**src/rtl/sr_pkg.sv**
```systemverilog
// Shared types for the sr_ff_bank set/reset flag bank: S=R=1 resolution modes.
package sr_pkg;

   typedef enum logic [1:0] {
      SR_MODE_RST_DOM = 2'd0,
      SR_MODE_SET_DOM = 2'd1,
      SR_MODE_TOGGLE  = 2'd2,
      SR_MODE_HOLD    = 2'd3
   } sr_mode_t;

endpackage : sr_pkg

```
**src/rtl/sr_cell.sv**
```systemverilog
// One set/reset channel: registered q/qb, edge pulses and a sticky conflict flag.
module sr_cell
   import sr_pkg::*;
#(
   parameter sr_mode_t MODE    = SR_MODE_RST_DOM,
   parameter logic     RST_VAL = 1'b0
) (
   input  logic clk,
   input  logic rst,
   input  logic en,
   input  logic s,
   input  logic r,
   input  logic clr_err,
   output logic q,
   output logic qb,
   output logic rise,
   output logic fall,
   output logic conflict_err,
   output logic conflict
);

   logic q_q, q_d, qb_q, rise_q, rise_d, fall_q, fall_d, err_q, err_d;

   assign conflict = en & s & r;

   // Next state, edge detection against the current q, and sticky flag update
   always_comb begin
      q_d = q_q;
      if (en) begin
         case ({s, r})
            2'b01:   q_d = 1'b0;
            2'b10:   q_d = 1'b1;
            2'b11: begin
               case (MODE)
                  SR_MODE_RST_DOM: q_d = 1'b0;
                  SR_MODE_SET_DOM: q_d = 1'b1;
                  SR_MODE_TOGGLE:  q_d = ~q_q;
                  SR_MODE_HOLD:    q_d = q_q;
                  default:         q_d = q_q;
               endcase
            end
            default: q_d = q_q;
         endcase
      end else begin
         q_d = q_q;
      end
      rise_d = ~q_q & q_d;
      fall_d = q_q & ~q_d;
      // A fresh conflict outranks a simultaneous clear
      if (conflict) begin
         err_d = 1'b1;
      end else if (clr_err) begin
         err_d = 1'b0;
      end else begin
         err_d = err_q;
      end
   end

   // Channel state registers; qb is stored, not derived, so it is glitch-free
   always_ff @(posedge clk) begin
      if (rst) begin
         q_q    <= RST_VAL;
         qb_q   <= ~RST_VAL;
         rise_q <= 1'b0;
         fall_q <= 1'b0;
         err_q  <= 1'b0;
      end else begin
         q_q    <= q_d;
         qb_q   <= ~q_d;
         rise_q <= rise_d;
         fall_q <= fall_d;
         err_q  <= err_d;
      end
   end

   assign q            = q_q;
   assign qb           = qb_q;
   assign rise         = rise_q;
   assign fall         = fall_q;
   assign conflict_err = err_q;

endmodule : sr_cell

```
**src/rtl/sr_ff_bank.sv**
```systemverilog
// Bank of N synchronous set/reset flags with conflict tracking.
// Optional macro SR_INPUT_SYNC_EN adds 2-flop synchronisers on en/s/r.
module sr_ff_bank
   import sr_pkg::*;
#(
   parameter int             N       = 4,
   parameter int             MODE    = 0,
   parameter logic [N-1:0]   RST_VAL = {N{1'b0}},
   parameter int             CNT_W   = 8
) (
   input  logic             clk,
   input  logic             rst,
   input  logic [N-1:0]     en,
   input  logic [N-1:0]     s,
   input  logic [N-1:0]     r,
   input  logic             clr_err,
   output logic [N-1:0]     q,
   output logic [N-1:0]     qb,
   output logic [N-1:0]     rise,
   output logic [N-1:0]     fall,
   output logic [N-1:0]     conflict_err,
   output logic [CNT_W-1:0] conflict_cnt
);

   localparam sr_mode_t         MODE_E  = sr_mode_t'(MODE[1:0]);
   localparam logic [CNT_W-1:0] CNT_MAX = {CNT_W{1'b1}};
   localparam logic [CNT_W-1:0] CNT_ONE = {{(CNT_W-1){1'b0}}, 1'b1};

   generate
      if (MODE < 0 || MODE > 3) begin : g_bad_mode
         $error("sr_ff_bank: MODE must be 0..3");
      end
      if (N < 1 || N > 32) begin : g_bad_n
         $error("sr_ff_bank: N must be 1..32");
      end
      if (CNT_W < 2 || CNT_W > 16) begin : g_bad_cnt_w
         $error("sr_ff_bank: CNT_W must be 2..16");
      end
   endgenerate

   logic [N-1:0] en_u, s_u, r_u, conflict_s;

`ifdef SR_INPUT_SYNC_EN
   logic [N-1:0] en_m_q, en_s_q, s_m_q, s_s_q, r_m_q, r_s_q;

   // Two-stage synchronisers for asynchronous request sources
   always_ff @(posedge clk) begin
      if (rst) begin
         en_m_q <= {N{1'b0}};
         en_s_q <= {N{1'b0}};
         s_m_q  <= {N{1'b0}};
         s_s_q  <= {N{1'b0}};
         r_m_q  <= {N{1'b0}};
         r_s_q  <= {N{1'b0}};
      end else begin
         en_m_q <= en;
         en_s_q <= en_m_q;
         s_m_q  <= s;
         s_s_q  <= s_m_q;
         r_m_q  <= r;
         r_s_q  <= r_m_q;
      end
   end

   assign en_u = en_s_q;
   assign s_u  = s_s_q;
   assign r_u  = r_s_q;
`else
   assign en_u = en;
   assign s_u  = s;
   assign r_u  = r;
`endif

   for (genvar i = 0; i < N; i++) begin : g_cell
      sr_cell #(
         .MODE    (MODE_E),
         .RST_VAL (RST_VAL[i])
      ) u_cell (
         .clk          (clk),
         .rst          (rst),
         .en           (en_u[i]),
         .s            (s_u[i]),
         .r            (r_u[i]),
         .clr_err      (clr_err),
         .q            (q[i]),
         .qb           (qb[i]),
         .rise         (rise[i]),
         .fall         (fall[i]),
         .conflict_err (conflict_err[i]),
         .conflict     (conflict_s[i])
      );
   end

   logic [CNT_W-1:0] cnt_q, cnt_d;
   logic             any_conflict_s;

   // Counts conflict cycles, not conflicting channels; saturates instead of wrapping
   always_comb begin
      any_conflict_s = |conflict_s;
      cnt_d          = cnt_q;
      if (clr_err) begin
         cnt_d = any_conflict_s ? CNT_ONE : {CNT_W{1'b0}};
      end else if (any_conflict_s && (cnt_q != CNT_MAX)) begin
         cnt_d = cnt_q + CNT_ONE;
      end else begin
         cnt_d = cnt_q;
      end
   end

   // Conflict counter register
   always_ff @(posedge clk) begin
      if (rst) begin
         cnt_q <= {CNT_W{1'b0}};
      end else begin
         cnt_q <= cnt_d;
      end
   end

   assign conflict_cnt = cnt_q;

endmodule : sr_ff_bank

```
**config.mk**
```make
export PLATFORM = sky130hd
export DESIGN_NAME = sr_ff_bank
export DESIGN_NICKNAME = d
export VERILOG_FILES = /design/src/rtl/sr_pkg.sv /design/src/rtl/sr_cell.sv /design/src/rtl/sr_ff_bank.sv
export SDC_FILE = /design/constraint.sdc
export NUM_CORES = 1
export LEC_CHECK = 0
export ABC_AREA = 1
export ABC_CLOCK_PERIOD_IN_PS = 1810
export BUFFER_PORTS_ARGS = -buffer_cell sky130_fd_sc_hd__buf_2
export CAP_MARGIN = 20
export CORE_MARGIN = 4
export CORE_UTILIZATION = 23
export CTS_CLUSTER_SIZE = 20
export DETAILED_ROUTE_END_ITERATION = 8
export SETUP_SLACK_MARGIN = 0.2
export SLEW_MARGIN = 10
export SYNTH_ARGS = -nofsm -noshare
export SYNTH_HDL_FRONTEND = slang
export SYNTH_SLANG_ARGS = --single-unit
```
**constraint.sdc**
```tcl
create_clock -name clk -period 1.81 [get_ports clk]
set_clock_uncertainty 0.15 [all_clocks]
set_input_delay 0.2715 -clock clk [delete_from_list [all_inputs] [get_ports clk]]
set_output_delay 0.2715 -clock clk [all_outputs]
set_load 0.05 [all_outputs]
```
After elaboration in Yosys (flattened, before gate mapping)
Index checks and enable logic that the tools add are counted.
Cells by class
  $add $sub $neg: 1
  bitwise operators: 24
  muxes and demuxes: 16
  divide/modulo/power cells: 0
  shifts and indexed selects: 0
  $mul: 0
  reduce and logical (&&, ||, !) cells: 11
  equal/unequal tests: 13
  $lt $le $gt $ge: 0
Operator list (number)
  bitwise AND 1 bit: 16
  == test 2 bit (second input constant): 8
  2-to-1 mux 8 bit: 2
  2-to-1 mux 1 bit: 10
  nonzero test 2 bit: 5
  adder 8 x 1 -> 8 bit (second input constant): 1
  == test 2 x 1 -> 1 bit (second input constant): 4
  inequality test 8 bit (second input constant): 1
  NOT 1 bit: 8
  case mux 1 bit (2 select lines): 4
  OR reduction 2 bit: 4
  OR reduction 4 bit: 1
  logical AND 1 bit: 1
Storage, ports and cells
  latch bits: 0
  memory bits (read-only): 0
  bits in writable memories: 0
  memories: 0
  word-level logic and storage cells: 86
  input bits: 15
  output and inout bits: 28
  bits in registers: 28

Depth between registers and ports, before layout
  depth in word-level cells: 6
  gate-level depth with buffers: 8
  depth with buffers taken out: 8

By module
A second synthesis with hierarchy kept.
Second synthesis, totals
  cells, all modules: 153
  area, all modules: 1157.4 µm²
Modules (own cells, without submodules)
  sr_cell: sequential area each 100.1 µm², area each 172.7 µm², instances 4, cells each 20
  sr_ff_bank: sequential area each 160.2 µm², area each 466.7 µm², instances 1, cells each 73

Worst setup path before layout
No wires, ideal clock.
  path kind: reg-to-reg
  start: reg cnt_q[0], in the netlist conflict_cnt[0]
  end: reg cnt_q[0], in the netlist conflict_cnt[0]
  setup time: 132 ps
  cell stages (with the launch flop): 9
  arrival time: 1613 ps
  path buffers: 0
  required time: 1528 ps
  path slack: -85 ps
  period minus slack after synthesis: 1895 ps
  cell sequence: dfxtp_1 -> ha_1 -> nand2_2 -> nor2_4 -> nand3_2 -> o21ai_4 -> nand2_4 -> nand2_1 -> a21oi_1
Between the ends
  longest elaborated chain between the ends: 3
  elaborated cells between the ends (all ways): 6
  those cells by class: add/sub: 1; eq/ne: 1; mux: 2; reduce/logical: 2
Ends and longest elaborated chain
  from (decl): line sr_ff_bank.sv:94  | logic [CNT_W-1:0] cnt_q, cnt_d;
  from (signal assigned): line sr_ff_bank.sv:113  | cnt_q <= {CNT_W{1'b0}};
  from (signal assigned): line sr_ff_bank.sv:115  | cnt_q <= cnt_d;
  adder 8 x 1 -> 8 bit or inequality test 8 bit (tied branches): line sr_ff_bank.sv:104, sr_ff_bank.sv:103
  2-to-1 mux 8 bit or logical AND 1 bit (tied branches): line sr_ff_bank.sv:103  | end else if (any_conflict_s && (cnt_q != CNT_MAX)) begin
  2-to-1 mux 8 bit or nonzero test 2 bit (tied branches)
Several ways; a longest one is shown, not always the timed one. The select of a mux whose other input is x is not followed.
A chain may end at the register's enable or synchronous reset.

Worst setup path in the final report
  start: reg cnt_q[0], in the netlist conflict_cnt[0]
  end: reg cnt_q[5], in the netlist conflict_cnt[5]
The elaborated chain is that of the path after synthesis.

==> summary.md <==
| Metric | Value |
|---|---|
| Gpl congestion | `0.927` |
| Chip height | `81.8 µm` |
| Hold Path Class | `in -> reg` |
| RR Startpoint | `conflict_cnt[0]` |
| Core area | `0.00520 mm²` |
| CP max stage cell | `dfxtp_4` |
| Drt via density | `4.07` |
| Syn Area/Cell | `7.79 µm²` |
| Setup_tns | `0 ps` |
| Fin crit period | `1530 ps` |
| CP required | `1830 ps` |
| Kind of critical path | `reg -> reg` |
| Worst Tran Pin Value | `434 ps` |
| Detail Route Antenna Nets | `0` |
| RSZ-0062 raised after global routing | `no` |
| DRT iter0 DRCs | `36` |
| Status | `completed` |
| Slew Limit Fails | `0` |
| Final setup viols | `0` |
| Via count | `1037` |
| CP endpoint kind | `flop` |
| Total CTS buffers | `3` |
| Synthesized net count | `177` |
| WL/cell | `11.0 µm` |
| Hold Path End | `g_cell[3].u_cell.fall` |
| Post-CTS Setup Inserts | `0` |
| Worst path cell trace | `ha_2 > nand2_2 > nor2_4 > nand3_2 > o21ai_4 > nand2_4 > nand2_1 > a21oi_1` |
| Leak | `0.678 nW` |
| Clk Latency, worst-skew pair | `270 ps` |
| All-layer global routing usage | `0.0875` |
| Hold_sp | `r[3]` |
| Synth Cell Area | `0.00125 mm²` |
| Vias in the first global route | `998` |
| Layout area overhead | `18.2%` |
| Hold Slack | `95.8 ps` |
| CP peak stage delay | `380 ps` |
| Cell row count | `26` |
| Flop2flop setup slack | `280 ps` |
| CP arrival | `1550 ps` |
| Cell variety after synth | `22` |
| Layout Utilization | `0.285` |
| Fraction of layout cells with a size suffix above 1 | `0.330` |
| Hold path depth | `3` |
| Antenna fix cells | `0` |
| Post-synthesis sequential area ratio | `0.447` |
| Clock Tree Buf Depth | `2` |
| End of the worst register-to-register path | `conflict_cnt[5]` |
| Port Buffer Count | `42` |
| First-pass DRT Iterations | `4` |
| Critical Path Fanout Max | `8` |
| Fmax | `653 MHz` |
| Total Wirelength | `2800 µm` |
| Worst VDD drop | `0.281 mV` |
| Initial Utilization | `0.241` |
| Post-route DRC | `0` |
| Power Density | `909 mW/mm²` |
| H-tree levels | `1` |
| Hold_buf cts | `0` |
| FF-to-FF path depth | `8` |
| Cells after Synth | `161` |
| Clk sink count | `28` |
| Syn. warnings | `0` |
| Commonest non-fill, non-tap cell in the layout | `buf_2` |
| CTS root buf | `clkbuf_8` |
| CTS tree | `yes` |
| Period utilization | `0.847` |
| Critical path's top delay family | `simple AND/OR/NAND/NOR gates` |
| GRT overflow | `0` |
| I/O pin cnt | `43` |
| Most frequent cells in the layout | `buf_2, dfxtp_1, nand2_1, inv_1, nor2_1` |
| Die Width | `81.8 µm` |
| Clk pin slew, worst setup/hold paths | `100 ps` |
| Initial antenna violation count | `0` |
| Post-CTS Resized | `0` |
| Number of hold violations in the final report | `0` |
| Relative slew slack | `0.710` |
| Startpoint types | `flop` |
| Pin count of the biggest net entering global routing | `17` |
| Hpwl dp | `2150 µm` |
| #FFs+latches synth | `28` |
| Net count reported at finish | `202` |
| Total of max-cap violations | `0` |
| Global-route wire length before repair | `4510 µm` |
| WP buf/inv | `0` |
| Die Area | `0.00670 mm²` |
==> cell usage after synthesis <==
cell type / n / area [µm²]
buf_4: 20 / 150
nand3_1: 13 / 65.1
dfxtp_1: 28 / 561
clkbuf_1: 2 / 7.51
o21ai_4: 1 / 16.3
nand4_1: 1 / 6.26
o211ai_1: 3 / 22.5
a21oi_2: 1 / 8.76
nand3_2: 1 / 10.0
nand2_2: 2 / 12.5
nor3_1: 4 / 20.0
inv_1: 20 / 75.1
or2_2: 1 / 6.26
nor2_4: 1 / 11.3
ha_1: 1 / 12.5
o21ai_0: 6 / 30.0
nand2_4: 1 / 11.3
o21ai_1: 3 / 15.0
xor2_1: 1 / 8.76
nand2_1: 23 / 86.3
a21oi_1: 10 / 50.1
nor2_1: 18 / 67.6
==> per-stage QoR <==
| step | power, mW | setup slack [ps] | std cells | instance area, µm² |
|---|---|---|---|---|
| after floorplan | 0.834 | 215 | 161 | 1260 |
| after global placement | 0.870 | 321 | 251 | 1410 |
| after detailed placement | 0.871 | 290 | 251 | 1410 |
| after CTS | 1.38 | 271 | 255 | 1480 |
| after global routing | 1.42 | 191 | 255 | 1480 |
| final | 1.35 | 277 | 255 | 1480 |
==> logic make-up (layout without fill, tap and decap cells) <==
family	Yosys count	after routing	synth area share
buffers and inverters	42	66	0.186
AOI/OAI and AO/OA	24	24	0.114
adders and majority gates	1	1	0.00998
xor gates and xnor gates	1	1	0.00699
and+or+nand+nor	65	65	0.237
DFF	28	28	0.447
==> worst min-delay path, delay by kind of cell <==
kind / cells / cell delay, ps
AND/OR/NAND/NOR: 2 / 110
buffers and inverters: 1 / 100
==> metal layers <==
| metal | up-vias | global-route usage | share of wire |
|---|---|---|---|
| met4 | 0 | 0.0332 | 0.0082 |
| met5 | - | 0 | 0 |
| met1 | 461 | 0.110 | 0.46 |
| li1 | 542 | - | - |
| met3 | 2 | 0.0252 | 0.071 |
| met2 | 32 | 0.141 | 0.46 |
==> flip-flops by register name (all words and copies together) (netlist names) <==
name and flops:
conflict_cnt 8, g_cell.u_cell.conflict_err 4, g_cell.u_cell.fall 4, g_cell.u_cell.q 4, g_cell.u_cell.qb 4, g_cell.u_cell.rise 4
==> worst max path at each step <==
stage	startpoint	slack [ps]	end	cells past startpoint
after detailed placement	conflict_cnt[0]	290	conflict_cnt[3]	8
final	conflict_cnt[0]	280	conflict_cnt[5]	8
after global routing	conflict_cnt[0]	190	conflict_cnt[2]	8
after global placement	conflict_cnt[0]	320	conflict_cnt[3]	8
after floorplan	conflict_cnt[5]	220	conflict_cnt[3]	7
after CTS	conflict_cnt[0]	270	conflict_cnt[3]	8
==> power breakdown <==
| group | leakage (nW) | internal [mW] | switching (mW) |
|---|---|---|---|
| Combinational | 0.411 | 0.0513 | 0.151 |
| Sequential | 0.231 | 0.638 | 0.0138 |
| Clock | 0.0357 | 0.296 | 0.196 |
==> cell type report <==
type / instances / area [µm²]
clock buffers: 3 / 41.3
clock inverters: 1 / 30.0
fillers: 602 / 3720
inverters: 20 / 75.1
multi-input cells: 91 / 465
flip-flops and latches: 28 / 572
well taps: 70 / 87.6
repair buffers: 42 / 210
No activity file was read; power rests on OpenSTA's default activity.
